File: config.mk
export PLATFORM = sky130hd
export DESIGN_NAME = clk_switch_ctrl
export DESIGN_NICKNAME = d
export VERILOG_FILES = /design/src/rtl/clk_switch_ctrl.sv
export SDC_FILE = /design/constraint.sdc
export NUM_CORES = 1
export LEC_CHECK = 0
export BUFFER_PORTS_ARGS = -buffer_cell sky130_fd_sc_hd__buf_2
export CORE_UTILIZATION = 50
export CTS_CLUSTER_DIAMETER = 200
export DETAILED_ROUTE_END_ITERATION = 8
export GPL_ROUTABILITY_DRIVEN = 0
export PLACE_DENSITY = 0.67
export SYNTH_ARGS = -nofsm -noshare
export SYNTH_HDL_FRONTEND = slang
export SYNTH_SLANG_ARGS = --single-unit
File: constraint.sdc
create_clock -name stable_clk -period 3 [get_ports stable_clk]
set_clock_uncertainty 0.05 [all_clocks]
set_input_delay 0 -clock stable_clk [delete_from_list [all_inputs] [get_ports stable_clk]]
set_output_delay 0 -clock stable_clk [all_outputs]
set_load 0.01 [all_outputs]
File: src/rtl/clk_switch_ctrl.sv
// Glitch-safe clock-source switch controller on the stable clock: lock filtering, gate/select/settle/ungate sequencing, auto fallback.
// Optional statistics counters are enabled by defining CLK_SWITCH_CTRL_STATS_EN.
module clk_switch_ctrl #(
  parameter int NUM_SRC       = 4,
  parameter int SEL_W         = 2,
  parameter int DEFAULT_SRC   = 0,
  parameter int LOCK_FILT     = 8,
  parameter int GATE_CYCLES   = 4,
  parameter int SETTLE_CYCLES = 64
) (
  input  logic               stable_clk,
  input  logic               resetn,
  input  logic [SEL_W-1:0]   req_sel,
  input  logic               req_valid,
  output logic               req_ready,
  input  logic [NUM_SRC-1:0] src_locked,
  output logic [SEL_W-1:0]   mux_sel,
  output logic               clk_en,
  output logic [SEL_W-1:0]   active_sel,
  output logic               busy,
  output logic               done,
  output logic               err,
  output logic               fallback
`ifdef CLK_SWITCH_CTRL_STATS_EN
  ,
  output logic [15:0]        switch_count,
  output logic [7:0]         fallback_count
`endif
);

  typedef enum logic [2:0] {
    ST_STARTUP = 3'd0,
    ST_IDLE    = 3'd1,
    ST_GATE    = 3'd2,
    ST_SWITCH  = 3'd3,
    ST_SETTLE  = 3'd4,
    ST_RESUME  = 3'd5
  } state_t;

  localparam logic [SEL_W-1:0] DEF_SEL     = SEL_W'(DEFAULT_SRC);
  localparam logic [7:0]       FILT_LAST   = 8'(LOCK_FILT - 1);
  localparam logic [15:0]      GATE_LAST   = 16'(GATE_CYCLES - 1);
  localparam logic [15:0]      SETTLE_LAST = 16'(SETTLE_CYCLES - 1);

  // Out-of-range indices simply match no source and read as unlocked.
  function automatic logic sel_locked(input logic [SEL_W-1:0] sel, input logic [NUM_SRC-1:0] lk);
    logic r;
    r = 1'b0;
    for (int i = 0; i < NUM_SRC; i++) begin
      if (int'(sel) == i) r = lk[i];
    end
    return r;
  endfunction

  logic [NUM_SRC-1:0] sync1_r, sync2_r, lock_f_r;
  logic [7:0]         run_cnt_r [NUM_SRC];
  state_t             state_r;
  logic [SEL_W-1:0]   target_r, mux_sel_r, active_sel_r;
  logic [15:0]        cnt_r;
  logic               clk_en_r, busy_r, done_r, err_r, fallback_r;
  logic               fb_trig_s, def_lost_s, abort_s;

  // Per-source synchronizer followed by a consecutive-sample run filter.
  always_ff @(posedge stable_clk or negedge resetn) begin
    if (!resetn) begin
      sync1_r  <= '0;
      sync2_r  <= '0;
      lock_f_r <= '0;
      for (int i = 0; i < NUM_SRC; i++) run_cnt_r[i] <= 8'd0;
    end else begin
      sync1_r <= src_locked;
      sync2_r <= sync1_r;
      for (int i = 0; i < NUM_SRC; i++) begin
        if (sync2_r[i] == lock_f_r[i]) begin
          run_cnt_r[i] <= 8'd0;
        end else if (run_cnt_r[i] == FILT_LAST) begin
          lock_f_r[i]  <= sync2_r[i];
          run_cnt_r[i] <= 8'd0;
        end else begin
          run_cnt_r[i] <= run_cnt_r[i] + 8'd1;
        end
      end
    end
  end

  // Loss-of-lock conditions that override normal sequencing.
  always_comb begin
    fb_trig_s  = 1'b0;
    def_lost_s = 1'b0;
    abort_s    = 1'b0;
    if (state_r == ST_IDLE) begin
      fb_trig_s  = (active_sel_r != DEF_SEL) && !sel_locked(active_sel_r, lock_f_r);
      def_lost_s = (active_sel_r == DEF_SEL) && !lock_f_r[DEFAULT_SRC];
    end else if ((state_r == ST_GATE) || (state_r == ST_SWITCH) || (state_r == ST_SETTLE)) begin
      abort_s = !sel_locked(target_r, lock_f_r);
    end else begin
      abort_s = 1'b0;
    end
  end

  // Switch sequencer with registered outputs.
  always_ff @(posedge stable_clk or negedge resetn) begin
    if (!resetn) begin
      state_r      <= ST_STARTUP;
      target_r     <= DEF_SEL;
      mux_sel_r    <= DEF_SEL;
      active_sel_r <= DEF_SEL;
      cnt_r        <= 16'd0;
      clk_en_r     <= 1'b0;
      busy_r       <= 1'b0;
      done_r       <= 1'b0;
      err_r        <= 1'b0;
      fallback_r   <= 1'b0;
    end else begin
      done_r <= 1'b0;
      err_r  <= 1'b0;
      if (abort_s) begin
        clk_en_r <= 1'b0;
        busy_r   <= 1'b1;
        cnt_r    <= 16'd0;
        if (target_r == DEF_SEL) begin
          state_r <= ST_STARTUP;
        end else begin
          target_r   <= DEF_SEL;
          fallback_r <= 1'b1;
          state_r    <= ST_GATE;
        end
      end else begin
        case (state_r)
          ST_STARTUP: begin
            clk_en_r  <= 1'b0;
            busy_r    <= 1'b1;
            mux_sel_r <= DEF_SEL;
            target_r  <= DEF_SEL;
            cnt_r     <= 16'd0;
            if (lock_f_r[DEFAULT_SRC]) state_r <= ST_SETTLE;
          end
          ST_IDLE: begin
            if (fb_trig_s) begin
              target_r   <= DEF_SEL;
              fallback_r <= 1'b1;
              clk_en_r   <= 1'b0;
              busy_r     <= 1'b1;
              cnt_r      <= 16'd0;
              state_r    <= ST_GATE;
            end else if (def_lost_s) begin
              clk_en_r <= 1'b0;
              busy_r   <= 1'b1;
              state_r  <= ST_STARTUP;
            end else if (req_valid) begin
              if (!sel_locked(req_sel, lock_f_r)) begin
                err_r <= 1'b1;
              end else begin
                fallback_r <= 1'b0;
                if (req_sel == active_sel_r) begin
                  done_r <= 1'b1;
                end else begin
                  target_r <= req_sel;
                  clk_en_r <= 1'b0;
                  busy_r   <= 1'b1;
                  cnt_r    <= 16'd0;
                  state_r  <= ST_GATE;
                end
              end
            end else begin
              busy_r <= 1'b0;
            end
          end
          ST_GATE: begin
            if (cnt_r == GATE_LAST) begin
              mux_sel_r <= target_r;
              cnt_r     <= 16'd0;
              state_r   <= ST_SWITCH;
            end else begin
              cnt_r <= cnt_r + 16'd1;
            end
          end
          ST_SWITCH: begin
            cnt_r   <= 16'd0;
            state_r <= ST_SETTLE;
          end
          ST_SETTLE: begin
            if (cnt_r == SETTLE_LAST) begin
              clk_en_r     <= 1'b1;
              active_sel_r <= target_r;
              done_r       <= 1'b1;
              state_r      <= ST_RESUME;
            end else begin
              cnt_r <= cnt_r + 16'd1;
            end
          end
          ST_RESUME: begin
            busy_r  <= 1'b0;
            state_r <= ST_IDLE;
          end
          default: begin
            clk_en_r <= 1'b0;
            busy_r   <= 1'b1;
            state_r  <= ST_STARTUP;
          end
        endcase
      end
    end
  end

  // Ready drops in the very cycle a lock loss is seen so fallback wins over a request.
  assign req_ready  = (state_r == ST_IDLE) && !fb_trig_s && !def_lost_s;
  assign mux_sel    = mux_sel_r;
  assign active_sel = active_sel_r;
  assign clk_en     = clk_en_r;
  assign busy       = busy_r;
  assign done       = done_r;
  assign err        = err_r;
  assign fallback   = fallback_r;

`ifdef CLK_SWITCH_CTRL_STATS_EN
  logic [15:0] switch_count_r;
  logic [7:0]  fallback_count_r;
  logic        fb_evt_s;

  assign fb_evt_s = fb_trig_s || (abort_s && (target_r != DEF_SEL));

  // Saturating event counters.
  always_ff @(posedge stable_clk or negedge resetn) begin
    if (!resetn) begin
      switch_count_r   <= 16'd0;
      fallback_count_r <= 8'd0;
    end else begin
      if ((state_r == ST_RESUME) && (switch_count_r != 16'hFFFF)) begin
        switch_count_r <= switch_count_r + 16'd1;
      end else begin
        switch_count_r <= switch_count_r;
      end
      if (fb_evt_s && (fallback_count_r != 8'hFF)) begin
        fallback_count_r <= fallback_count_r + 8'd1;
      end else begin
        fallback_count_r <= fallback_count_r;
      end
    end
  end

  assign switch_count   = switch_count_r;
  assign fallback_count = fallback_count_r;
`endif

endmodule

-- Word level (Yosys, flattened, before mapping)
Index checks and enable logic that the tools add are counted.
- add/subtract/negate cells: 5
- multiply operators: 0
- divide/modulo/power cells: 0
- order comparisons: 0
- eq/ne operators: 43
- shift-type cells: 0
- multiplexer cells: 98
- bitwise operators: 5
- reductions and logical operators: 39
- operators with widths (kind ; number):
    16-bit 2-to-1 mux ; 8
    8-bit 2-to-1 mux ; 8
    16-bit case mux with 4 select lines ; 1
    1-bit 2-to-1 mux ; 57
    8-bit by 1-bit adder with 8-bit output, second input constant ; 4
    8-bit by 3-bit == test with 1-bit output, second input constant ; 4
    3-bit 2-to-1 mux ; 9
    2-bit 2-to-1 mux ; 9
    3-bit case mux with 6 select lines ; 1
    6-bit AND reduction ; 3
    16-bit by 1-bit adder with 16-bit output, second input constant ; 1
    16-bit by 2-bit == test with 1-bit output, second input constant ; 1
    16-bit by 6-bit == test with 1-bit output, second input constant ; 1
    2-bit == test, second input constant ; 6
    4-bit inequality test, second input constant ; 3
    2-bit zero test ; 5
    5-bit inequality test, second input constant ; 2
    5-bit AND reduction ; 2
    3-bit by 2-bit inequality test with 1-bit output, second input constant ; 3
    3-bit AND reduction ; 3
    3-bit nonzero test ; 3
    2-bit case mux with 2 select lines ; 2
    2-bit AND reduction ; 4
    2-bit by 1-bit == test with 1-bit output, second input constant ; 3
    other kinds (23) ; 47
- flip-flop bits (word level): 74
- bits in latches: 0
- bits in writable memories: 0
- memory bits (read-only): 0
- input bits: 9
- output and inout port bits: 10
- memories kept: 0

-- Logic depth before layout (Yosys ltp)
- depth after elaboration: 18
- gate-level depth with buffers: 9
- depth with buffers taken out: 6

-- Worst setup path before layout
OpenSTA, ideal clock, no wires.
- path type: reg2reg
- start point: register lock_f_r[0]
- end point: register target_r[0]
- library setup time: 121 ps
- data arrival time: 1930 ps
- data required time: 2829 ps
- setup slack: 899 ps
- stages on the path, launching flop included: 7
- buffers on the path: 1
- cells stage by stage: dfrtp_1 > buf_2 > mux4_2 > a21oi_1 > nand2_1 > and4b_1 > a22o_1
- cells in the longest elaborated chain, start to end: 11
- ends and longest elaborated chain (what ; RTL line ; RTL):
    start, declared ; 55 ; logic [NUM_SRC-1:0] sync1_r, sync2_r, lock_f_r;
    start signal, assigned by index ; 77 ; lock_f_r[i] <= sync2_r[i];
    1-bit 2-to-1 mux (4 in series) ; 50 ; if (int'(sel) == i) r = lk[i];
    1-bit 2-to-1 mux, on equally long branches ; 150, 91, 94 ;
    1-bit 2-to-1 mux, or another cell as far along ; 146 ; end else if (def_lost_s) begin
    1-bit 2-to-1 mux, or another cell as far along ; 139 ; if (fb_trig_s) begin
    1-bit 2-to-1 mux, on equally long branches ; 129, 91, 94 ;
    1-bit 2-to-1 mux, or another cell as far along ; 117 ; if (abort_s) begin
    4-bit by 3-bit inequality test with 1-bit output (no line), or another cell as far along ; -- ;
    6-bit AND reduction (no line) / 2-bit 2-to-1 mux (equally long branches) ; -- ;
    end signal, assigned ; 158 ; target_r <= req_sel;
    end, declared ; 58 ; logic [SEL_W-1:0] target_r, mux_sel_r, active_sel_r;
Parallel ways exist; a longest one is shown, timed or not. The select of a mux whose other input is x is not followed.
A chain may end at the register's enable or synchronous reset.

-- Worst setup path in the final report
- start point: register cnt_r[8]
- end point: register cnt_r[11]
- cells in the longest elaborated chain, start to end: 4
- ends and longest elaborated chain (what ; RTL line ; RTL):
    start, declared ; 59 ; logic [15:0] cnt_r;
    start signal, assigned ; 175 ; cnt_r <= cnt_r + 16'd1;
    start signal, assigned ; 189 ; cnt_r <= cnt_r + 16'd1;
    16-bit by 1-bit adder with 16-bit output / 16-bit by 2-bit == test with 1-bit output (equally long branches) ; 175, 189, 170 ;
    16-bit 2-to-1 mux, on equally long branches ; 183, 170 ;
    16-bit case mux with 4 select lines ; 129 ; case (state_r)
    16-bit 2-to-1 mux ; 117 ;
Parallel ways exist; a longest one is shown, timed or not. The select of a mux whose other input is x is not followed.

==> qor.yml <==
critPathLaunchType: "flip-flop"
final-hold-violation-count: 0
powerDensity_nw_per_um2: 600
path_clk_slew_ns: 0.07
crit_arrival_ns: 2.71
syn_nets: 383
synth-seq-cells: 74
slew_headroom: 0.402
hold_path_class: "input port to flip-flop"
yosys.area.top_type: "dfrtp_1"
grt_pass1_vias: 2677
pin_count: 19
grt_pass1_wl_mm: 12.2
grt_overflow: 0
fin_ws_ns: 0.440
rsz0062_at_grt: "no"
grt_antenna_before_repair: 0
ys_seq_area_frac: 0.496
worst_pin_slew_ns: 0.897
worstHoldStart: "src_locked[3]"
drv_cap: 0
fmax_mhz: 391
die-area_um2: 7810
io_buffers: 18
min_period_over_period: 0.853
worstReg2RegStart: "cnt_r[8]"
avgSynthCellArea_um2: 10.1
peakVddDrop_mv: 0.479
post_cts_buffers: 0
htreeDepth: 3
layout-drive-gt1-share: 0.128
netlist_top_cells_count: "74 x dfrtp_1, 40 x nor2_1, 24 x nand2_1"
worstSkewPairLatency_ns: 0.34
leakage_uw: 0.00187
critical_path.max_fanout: 30
synth_ff_type: "dfrtp_1"
drc: 0
async_reset_ff_frac: 1.00
p_switching_uw: 822
wirelength_mm: 6.99
die_x_um: 88.4
synth_edf_count: 0
ys_top_cells_by_area: "dfrtp_1 50%, xor2_1 4.5%, nor2_1 4.0%, nand3_1 3.0%, a41oi_1 2.8%"
clkPwrFrac: 0.275
area_growth_syn_to_layout_pct: 11.1
root_buffer: "clkbuf_8"
required_ns: 3.14
reg2reg_setup_slack_ns: 0.44
combPwrFrac: 0.231
period_minus_slack_ns: 2.56
cts_sinks: 74
dr_total_vias: 2822
dr.pass1.iters: 5
cts_tree: "done"
num-nets-final: 407
end_kind: "flip-flop"
placed_cells: 473
numCtsBuffers: 9
p_int_uw: 1670
initial_core_util: 0.517
slew_violations: 0
yosysWarnings: 0
drt_iter0_drc: 143
netlist.area_leader.share: 0.496
die_h_um: 88.4
switching_share: 0.331
row_count: 31
synth.distinct_cells: 51
final.setup.tns_ns: 0
finalNonFillerCells: 497
grt_max_degree: 75
grtUsageTotal: 0.203
worstSetupPathType: "flip-flop to flip-flop"
finalPower_uw: 2490
viasPerCell: 5.68
clock_path_buffers: 2
crit_start: "cnt_r[8]"
synth_most_common_cell: "dfrtp_1"
core_um2: 7210
status: "complete, no violations"
dpl.hpwl_mm: 4.67
pre_cts_slack_ns: 0.561
wire_per_inst_um: 14.1
antenna_cells: 0
seqPwrFrac: 0.494
netlist_instances: 369
final-setup-viol-count: 0
syn_area_um2: 3730
ant_nets: 0
power by group through the flow:
stage               logic (uW)  clock network (uW)  registers (uW)
detailed placement         568                   0            1250
finish                     575                 683            1230
global route               655                 746            1250
CTS                        581                 710            1230
global placement           560                   0            1240
floorplan                  496                   0            1190
critical path, cell delays in order, from the launching register on:
cell	delay, ns
dfrtp_1	0.45
nor4_1	0.52
nand4_1	0.28
o211a_1	0.63
a41oi_1	0.39
a31oi_1	0.07
routing by layer:
metal / vias up / GRT usage / share of wire
met3: 11 / 0.0466 / 0.043
li1: 1390 / - / -
met4: 0 / 0.0880 / 0.015
met2: 63 / 0.315 / 0.46
met1: 1358 / 0.272 / 0.49
met5: - / 0 / 0
sequential cells by signal, summed over array words and instances (netlist names), 2 cells and up:
register    count
sync2_r         4
sync1_r         4
lock_f_r        4
cnt_r          16
state_r         3
run_cnt_r      32
mux_sel         2
active_sel      2
target_r        2
stage by stage:
step | cell area (um2) | utilization | hold slack [ns]
global route | 4140 | 0.574 | 0.242
CTS | 4140 | 0.574 | 0.220
finish | 4140 | 0.574 | 0.247
global placement | 3890 | 0.539 | 0.0590
floorplan | 3730 | - | -0.346
detailed placement | 3890 | 0.539 | 0.0593
cells by family (layout without fill, tap and decap cells):
| logic type | after synthesis | count (layout) | share of synthesized area |
|---|---|---|---|
| simple gates | 150 | 150 | 0.205 |
| flops | 74 | 74 | 0.496 |
| compound gates | 71 | 71 | 0.138 |
| xor+xnor | 30 | 30 | 0.0704 |
| fa+ha+maj | 5 | 5 | 0.0168 |
| mux | 12 | 12 | 0.0409 |
| buf+inv | 27 | 56 | 0.0322 |
layout by cell type (no fill, tap or decap), types with 3 or more instances in the layout:
| cell type | n |
|---|---|
| or2_2 | 3 |
| nand4_1 | 3 |
| a41oi_1 | 12 |
| or4_1 | 4 |
| nand2_1 | 24 |
| ha_1 | 5 |
| buf_2 | 17 |
| o31ai_1 | 3 |
| xnor2_1 | 11 |
| o21ai_0 | 12 |
| nor4_1 | 4 |
| buf_4 | 4 |
| a31oi_1 | 15 |
| mux2i_1 | 4 |
| a22o_1 | 4 |
| dlygate4sd3_1 | 8 |
| a21oi_1 | 7 |
| nor2_1 | 40 |
| nor3_1 | 11 |
| xor2_1 | 19 |
| clkbuf_8 | 10 |
| and2_1 | 4 |
| mux2_2 | 6 |
| dfrtp_1 | 74 |
| nand2b_1 | 10 |
| and3_1 | 12 |
| nand3_1 | 22 |
| inv_1 | 11 |
repair_timing:
action / in CTS / in global routing
hold buffers: 8 / 0
hold endpoints to repair: 83 / 0
resized for setup: 0 / 0
setup endpoints to repair: 0 / 0
cell type report:
type                    instances  area [um2]
multi-input cells             268        1760
fillers                       621        3070
inverters                      11        41.3
well taps                      99         124
repair buffers                 29         195
flip-flops and latches         74        1850
clock buffers                  12         145
clock inverters                 4        27.5
worst paths after layout:
check | end | cells past startpoint
hold / removal | sync1_r[3] | 2
hold reg to reg | sync2_r[3] | 0
setup / recovery | cnt_r[11] | 5
max in group asynchronous | run_cnt_r[8] | 2
min in group asynchronous | run_cnt_r[30] | 2
setup reg to reg | cnt_r[11] | 5
No activity file was read; power rests on OpenSTA's default activity.
